[config.mk]
export PLATFORM = sky130hd
export DESIGN_NAME = cacheline_mem_arbiter
export DESIGN_NICKNAME = d
export VERILOG_FILES = /design/src/rtl/cacheline_mem_arbiter_pkg.sv /design/src/rtl/cacheline_mem_arbiter_starve_ctr.sv /design/src/rtl/cacheline_mem_arbiter.sv
export SDC_FILE = /design/constraint.sdc
export NUM_CORES = 1
export LEC_CHECK = 0
export ABC_CLOCK_PERIOD_IN_PS = 2000
export CORE_AREA = 5 5 543 545
export CTS_CLUSTER_SIZE = 8
export DETAILED_ROUTE_END_ITERATION = 10
export DIE_AREA = 0 0 548 550
export GPL_TIMING_DRIVEN = 0
export PLACE_DENSITY = 0.37
export SLEW_MARGIN = 5
export SYNTH_ARGS = -nofsm -noshare
export SYNTH_HDL_FRONTEND = slang
export SYNTH_SLANG_ARGS = --single-unit
[constraint.sdc]
create_clock -name clk -period 2 [get_ports clk]
set_input_delay 0.6 -clock clk [delete_from_list [all_inputs] [get_ports clk]]
set_output_delay 0.6 -clock clk [all_outputs]
set_load 0.05 [all_outputs]
[src/rtl/cacheline_mem_arbiter_pkg.sv]
// rtl/cacheline_mem_arbiter_pkg.sv - shared types and constants for the line-port arbiter
package cacheline_mem_arbiter_pkg;

    typedef enum logic [1:0] {ARB_IDLE, ARB_BUSY, ARB_RESP} arb_state_t;
    typedef enum logic {OWN_I, OWN_D} arb_owner_t;

    localparam logic [31:0] LINE_OFFSET_MASK = 32'hFFFF_FFE0;

endpackage

[src/rtl/cacheline_mem_arbiter_starve_ctr.sv]
// rtl/cacheline_mem_arbiter_starve_ctr.sv - saturating count of D grants made while I waits
module arb_starve_ctr #(
    parameter int STARVE_LIMIT = 4
) (
    input  logic clk,
    input  logic reset_n,
    input  logic inc,
    input  logic clr,
    output logic sat
);

    localparam int CW = $clog2(STARVE_LIMIT + 1);

    logic [CW-1:0] cnt_q;
    logic [CW-1:0] cnt_d;

    assign sat = (cnt_q == CW'(STARVE_LIMIT));

    always_comb begin
        cnt_d = cnt_q;
        if (clr) begin
            cnt_d = '0;
        end else if (inc && !sat) begin
            cnt_d = cnt_q + 1'b1;
        end
    end

    always_ff @(posedge clk or negedge reset_n) begin
        if (!reset_n) begin
            cnt_q <= '0;
        end else begin
            cnt_q <= cnt_d;
        end
    end

endmodule

[src/rtl/cacheline_mem_arbiter.sv]
// rtl/cacheline_mem_arbiter.sv - shares one pmem line port between prefetch (I) and D-cache (D)
module cacheline_mem_arbiter
    import cacheline_mem_arbiter_pkg::*;
#(
    parameter int LINE_WIDTH   = 256,
    parameter int ADDR_WIDTH   = 32,
    parameter int STARVE_LIMIT = 4
) (
    input  logic                  clk,
    input  logic                  reset_n,
    input  logic                  pre_read_a,
    input  logic [ADDR_WIDTH-1:0] pre_addr_a,
    output logic [LINE_WIDTH-1:0] arb_pre_rdata,
    output logic                  arb_pre_resp,
    input  logic                  d_read_b,
    input  logic                  d_write_b,
    input  logic [ADDR_WIDTH-1:0] d_addr_b,
    input  logic [LINE_WIDTH-1:0] d_wdata_b,
    output logic [LINE_WIDTH-1:0] arb_d_rdata,
    output logic                  arb_d_resp,
    output logic                  pmem_read,
    output logic                  pmem_write,
    output logic [ADDR_WIDTH-1:0] pmem_address,
    output logic [LINE_WIDTH-1:0] pmem_wdata,
    input  logic [LINE_WIDTH-1:0] pmem_rdata,
    input  logic                  pmem_resp
);

    localparam logic [ADDR_WIDTH-1:0] ADDR_MASK = ADDR_WIDTH'(LINE_OFFSET_MASK);

    arb_state_t            state_q, state_d;
    arb_owner_t            owner_q, owner_d;
    logic                  pmem_read_q, pmem_read_d;
    logic                  pmem_write_q, pmem_write_d;
    logic [ADDR_WIDTH-1:0] addr_q, addr_d;
    logic [LINE_WIDTH-1:0] wdata_q, wdata_d;
    logic [LINE_WIDTH-1:0] pre_rdata_q, pre_rdata_d;
    logic [LINE_WIDTH-1:0] d_rdata_q, d_rdata_d;
    logic                  pre_resp_q, pre_resp_d;
    logic                  d_resp_q, d_resp_d;

    logic d_req;
    logic grant_d;
    logic grant_i;
    logic starve_sat;

    // D wins unless I has been passed over STARVE_LIMIT times in a row
    assign d_req   = d_read_b | d_write_b;
    assign grant_d = (state_q == ARB_IDLE) && d_req && !(starve_sat && pre_read_a);
    assign grant_i = (state_q == ARB_IDLE) && pre_read_a && !grant_d;

    arb_starve_ctr #(
        .STARVE_LIMIT(STARVE_LIMIT)
    ) u_starve_ctr (
        .clk    (clk),
        .reset_n(reset_n),
        .inc    (grant_d && pre_read_a),
        .clr    (grant_i),
        .sat    (starve_sat)
    );

    always_comb begin
        state_d      = state_q;
        owner_d      = owner_q;
        pmem_read_d  = pmem_read_q;
        pmem_write_d = pmem_write_q;
        addr_d       = addr_q;
        wdata_d      = wdata_q;
        pre_rdata_d  = pre_rdata_q;
        d_rdata_d    = d_rdata_q;
        pre_resp_d   = 1'b0;
        d_resp_d     = 1'b0;
        case (state_q)
            ARB_IDLE: begin
                if (grant_d) begin
                    owner_d      = OWN_D;
                    pmem_write_d = d_write_b;
                    pmem_read_d  = !d_write_b;
                    addr_d       = d_addr_b & ADDR_MASK;
                    wdata_d      = d_wdata_b;
                    state_d      = ARB_BUSY;
                end else if (grant_i) begin
                    owner_d      = OWN_I;
                    pmem_write_d = 1'b0;
                    pmem_read_d  = 1'b1;
                    addr_d       = pre_addr_a & ADDR_MASK;
                    state_d      = ARB_BUSY;
                end
            end
            ARB_BUSY: begin
                if (pmem_resp) begin
                    pmem_read_d  = 1'b0;
                    pmem_write_d = 1'b0;
                    if (owner_q == OWN_D) begin
                        d_resp_d = 1'b1;
                        if (pmem_read_q) d_rdata_d = pmem_rdata;
                    end else begin
                        pre_resp_d  = 1'b1;
                        pre_rdata_d = pmem_rdata;
                    end
                    state_d = ARB_RESP;
                end
            end
            ARB_RESP: begin
                state_d = ARB_IDLE;
            end
            default: begin
                state_d = ARB_IDLE;
            end
        endcase
    end

    always_ff @(posedge clk or negedge reset_n) begin
        if (!reset_n) begin
            state_q      <= ARB_IDLE;
            owner_q      <= OWN_I;
            pmem_read_q  <= 1'b0;
            pmem_write_q <= 1'b0;
            addr_q       <= '0;
            wdata_q      <= '0;
            pre_rdata_q  <= '0;
            d_rdata_q    <= '0;
            pre_resp_q   <= 1'b0;
            d_resp_q     <= 1'b0;
        end else begin
            state_q      <= state_d;
            owner_q      <= owner_d;
            pmem_read_q  <= pmem_read_d;
            pmem_write_q <= pmem_write_d;
            addr_q       <= addr_d;
            wdata_q      <= wdata_d;
            pre_rdata_q  <= pre_rdata_d;
            d_rdata_q    <= d_rdata_d;
            pre_resp_q   <= pre_resp_d;
            d_resp_q     <= d_resp_d;
        end
    end

    assign pmem_read     = pmem_read_q;
    assign pmem_write    = pmem_write_q;
    assign pmem_address  = addr_q;
    assign pmem_wdata    = wdata_q;
    assign arb_pre_rdata = pre_rdata_q;
    assign arb_d_rdata   = d_rdata_q;
    assign arb_pre_resp  = pre_resp_q;
    assign arb_d_resp    = d_resp_q;

endmodule

==> run summary <==
STATUS
---------------------------------------------------------------------------------
Result of the run                                                    complete, but fails checks
Violations in the final reports                                      hold timing, setup timing

SYNTH
---------------------------------------------------------------------------------
Post-synthesis simple-gate area fraction                                  0.00863
Share of cell area taken by muxes after synthesis                           0.322
Cell count after synthesis                                                   1796
Seq/Total Area, Yosys                                                       0.634
FF+latch count, synth                                                         805
Library cell occupying the most area in the post-synthesis netlist   sky130_fd_sc_hd__dfrtp_1
Dominant cells by area after synthesis                               sky130_fd_sc_hd__dfrtp_1 63%, sky130_fd_sc_hd__mux2_4 16%, sky130_fd_sc_hd__mux2_2 14%
Synth Area in Compound Gates                                              0.00603
Largest family of logic cells by synthesized area                    multiplexers
Fraction of synthesized cell area taken by the top area cell type           0.634
Netlist Area Pre-Place                                                 31800 um^2
Yosys cell types                                                               33
Xor/xnor cell area share of the yosys netlist                                   0
Async set-or-reset flop fraction in the synthesized netlist                  1.00
Number of warnings issued by yosys                                              0
Adder and majority gate portion of the synthesized area                  0.000788
Top flip-flop cell by instance count after synthesis                 sky130_fd_sc_hd__dfrtp_1
Number of enable flip-flop cells after synthesis                                0
Leading post-synthesis cells by instance count                       805 x sky130_fd_sc_hd__dfrtp_1, 404 x sky130_fd_sc_hd__mux2_2, 344 x sky130_fd_sc_hd__mux2_4
Post-synthesis average cell area                                        17.7 um^2
Cell with the most instances after synthesis                         sky130_fd_sc_hd__dfrtp_1

FLOORPLANNING
---------------------------------------------------------------------------------
Number of placement rows                                                      198
Core Box Area                                                         290000 um^2
Die Height                                                                 550 um
Die Width                                                                  548 um
Number of top-level pins                                                     1386
Starting utilization of the core area                                       0.110
Die ar.                                                               301000 um^2

POWER
---------------------------------------------------------------------------------
Maximum VDD drop                                                          1.12 mV
Leakage power total                                                       25.9 nW
Switching power                                                           59.1 mW
Share of total power in the clock network                                   0.152
P per Cell Area                                                      2140 nW/um^2
Net switching fraction of the power                                         0.464
Cell internal pwr                                                         68.2 mW
Logic pwr share                                                             0.600
Sequential fraction of design power                                         0.248

DRT
---------------------------------------------------------------------------------
Wire per inst                                                             26.9 um
Post-detailed-routing wire length                                          201 mm
Total vias in the final route                                               23500
Length of the first detailed-routing pass in iterations                         4
Initial detailed-routing violation count                                      890
# DRC                                                                           0
Vias per cell                                                                3.14
Residual antenna-violating net count after detailed routing                     0

GLOBAL ROUTE
---------------------------------------------------------------------------------
Maximum number of pins on one net before global-route repair                   99
First-pass GRT wire length                                                 247 mm
Via count of the first global-routing pass                                  24100
Number of antenna violations at the first check in global routing             144
Congestion Overflow GR                                                          0
Global-route usage over all layers                                          0.121

CRITICAL PATH
---------------------------------------------------------------------------------
Internal reg-to-reg setup slack                                          -0.11 ns
CP Launch Type                                                           register
Req. time, crit path                                                      2.64 ns
Worst r2r path cells                                                            9
Worst reg2reg endpoint                                               arb_d_rdata[166]$_DFFE_PN0P_
Nature of the critical path endpoint                                     register
Startpoint of the most critical register-to-register path            state_q[1]$_DFFE_PN0P_
Critical path start-end classification                               register to register
Maximum fanout encountered on the critical timing path                          5
Critical path arrival                                                     2.76 ns

CLOCK NETWORK
---------------------------------------------------------------------------------
Number of clock buffers inserted by TritonCTS                                 120
TritonCTS clock tree                                                          yes
Clock slew seen by the registers of the worst setup and hold paths        0.06 ns
Buffer depth of the longest clock path                                          4
H-tree level count                                                              3
Clock net sink count                                                          805
Root buffer cell                                                     sky130_fd_sc_hd__clkbuf_16
Worst skew pair latency                                                   0.81 ns

TIMING
---------------------------------------------------------------------------------
Final-report max-slew violation count                                           0
Rel. slew slack                                                             0.586
Fmax                                                                      473 MHz
Summed negative setup slack over all endpoints                          -11.68 ns
Least setup slack across all paths after layout                         -0.113 ns
Worst Tran Pin Value                                                     0.621 ns
Number of hold-slack violations in the final timing report                     75
Final hold slack                                                        -0.287 ns
RSZ-0062 raised after global routing                                         true
Time the final worst path needs with I/O delays and setup                 2.11 ns
Final period utilization                                                     1.06
Number of setup violations in the final report                                295
Max Clock Skew                                                          0.0549 ns

CELLS AND AREA
---------------------------------------------------------------------------------
Relative area change from synthesis to final layout                         87.2%
Final std cells w/o fill                                                     7469
Net count, final                                                             4192
Share of cells above drive strength 1                                       0.594
Number of fillers in the final layout                                       31000

PLACEMENT
---------------------------------------------------------------------------------
Number of buffer cells added on primary ports                                1370
Placed instance count                                                        6978
Final RePlAce weighted congestion                                           0.835
Pre-CTS worst setup slack                                                -1.80 ns
HPWL reported at the end of detailed placement                             159 mm

HOLD PATH
---------------------------------------------------------------------------------
Worst hold path type                                                 primary input to async pin

RUN
---------------------------------------------------------------------------------
Max_cap viols                                                                   0

sequential cells by signal, summed over array words and instances (netlist names):
register / flops
arb_d_resp: 1
pmem_wdata: 256
arb_pre_resp: 1
owner_q: 1
u_starve_ctr.cnt_q: 3
arb_d_rdata: 256
state_q: 2
pmem_write: 1
pmem_address: 27
arb_pre_rdata: 256
pmem_read: 1
critical path, stage by stage (launching register included):
cell and delay, ns:
sky130_fd_sc_hd__dfrtp_1 0.42, sky130_fd_sc_hd__nand3b_4 0.21, sky130_fd_sc_hd__inv_2 0.09, sky130_fd_sc_hd__and3_4 0.22, sky130_fd_sc_hd__buf_12 0.12, sky130_fd_sc_hd__clkbuf_16 0.18
sky130_fd_sc_hd__buf_12 0.11, sky130_fd_sc_hd__clkbuf_16 0.15, sky130_fd_sc_hd__buf_12 0.13, sky130_fd_sc_hd__mux2_4 0.29
per-layer routing:
layer,up-vias,GRT usage,part of all wire,routed length [um]
met3,378,0.0713,0.12,25100
met4,118,0.0257,0.024,4920
met5,-,0,0.0039,778
met2,1177,0.207,0.49,98000
met1,11800,0.130,0.36,72500
li1,10000,-,-,-
cells in the final DEF, fill, tap and decap left out, drive strengths merged, types with 2 or more instances in the layout:
cell type      Yosys  final
and3               2      2
buf               96   1172
bufinv             0      4
clkbuf            12    188
clkdlybuf4s50      0    569
clkinv             0      6
conb               1      5
dfrtp            805    805
diode              0     35
ha                 2      2
inv                4      5
mux2             768    768
mux2i             27     27
nand2              7      7
nand3              2      2
nand4             28     28
nor2               2      2
o21ai             29     29
final cells by class:
type                       count  area [um^2]  area share
buffer                       106         1510      0.0254
multi-input combinational    883        11100       0.187
timing repair buffer        1688        18400       0.309
clock buffer                 137         3160      0.0531
clock inverter                11          231     0.00389
inverter                       4         15.0    0.000253
sequential                   805        20200       0.340
antenna                       35         87.6     0.00147
tap                         3800         4750      0.0800
worst max-delay path by stage:
stage / depth (start not counted) / slack, ns / from / end
after floorplan: 7 / 0.11 / d_write_b / pmem_wdata[0]$_DFFE_PN0P_
after global placement: 1 / -40.87 / reset_n / pmem_wdata[79]$_DFFE_PN0P_
after detailed placement: 7 / -1.80 / d_write_b / pmem_address[27]$_DFFE_PN0P_
after CTS: 1 / -0.25 / arb_pre_rdata[229]$_DFFE_PN0P_ / arb_pre_rdata[229]
after global routing: 1 / -0.22 / pmem_wdata[158]$_DFFE_PN0P_ / pmem_wdata[158]
final: 9 / -0.11 / state_q[1]$_DFFE_PN0P_ / arb_d_rdata[166]$_DFFE_PN0P_
cell families (layout without fill, tap and decap cells):
family / count (synthesis) / in the layout
and+or+nand+nor: 46 / 46
other: 1 / 40
DFF: 805 / 805
buffers and inverters: 112 / 1946
muxes: 795 / 795
AOI/OAI and AO/OA: 35 / 35
adders and majority gates: 2 / 2
metrics by stage:
stage	utilization	hold slack (ns)	area, um^2	power, mW
after floorplan	-	0.304	31800	70.6
after global placement	0.173	0.468	50200	98.2
after detailed placement	0.174	0.478	50500	98.1
after CTS	0.188	-0.374	54300	119
after global routing	0.205	-0.351	59400	132
final	0.205	-0.287	59400	127
timing repair:
item,4_1_cts,5_1_grt
gates cloned,1,38
resized for setup,4584,1842
pin swaps,2,0
buffers inserted,107,164
endpoints found under the hold margin,75,75
setup endpoints to repair,1786,1759
power by group through the flow:
| stage | clock (mW) | combinational, mW | sequential (mW) |
|---|---|---|---|
| floorplan | 0 | 12.7 | 57.9 |
| global placement | 0 | 68.0 | 30.2 |
| detailed placement | 0 | 68.1 | 30.0 |
| CTS | 20.3 | 68.4 | 30.6 |
| global route | 20.8 | 78.8 | 32.5 |
| finish | 19.4 | 76.3 | 31.6 |
Power figures use the tool's default switching activity.
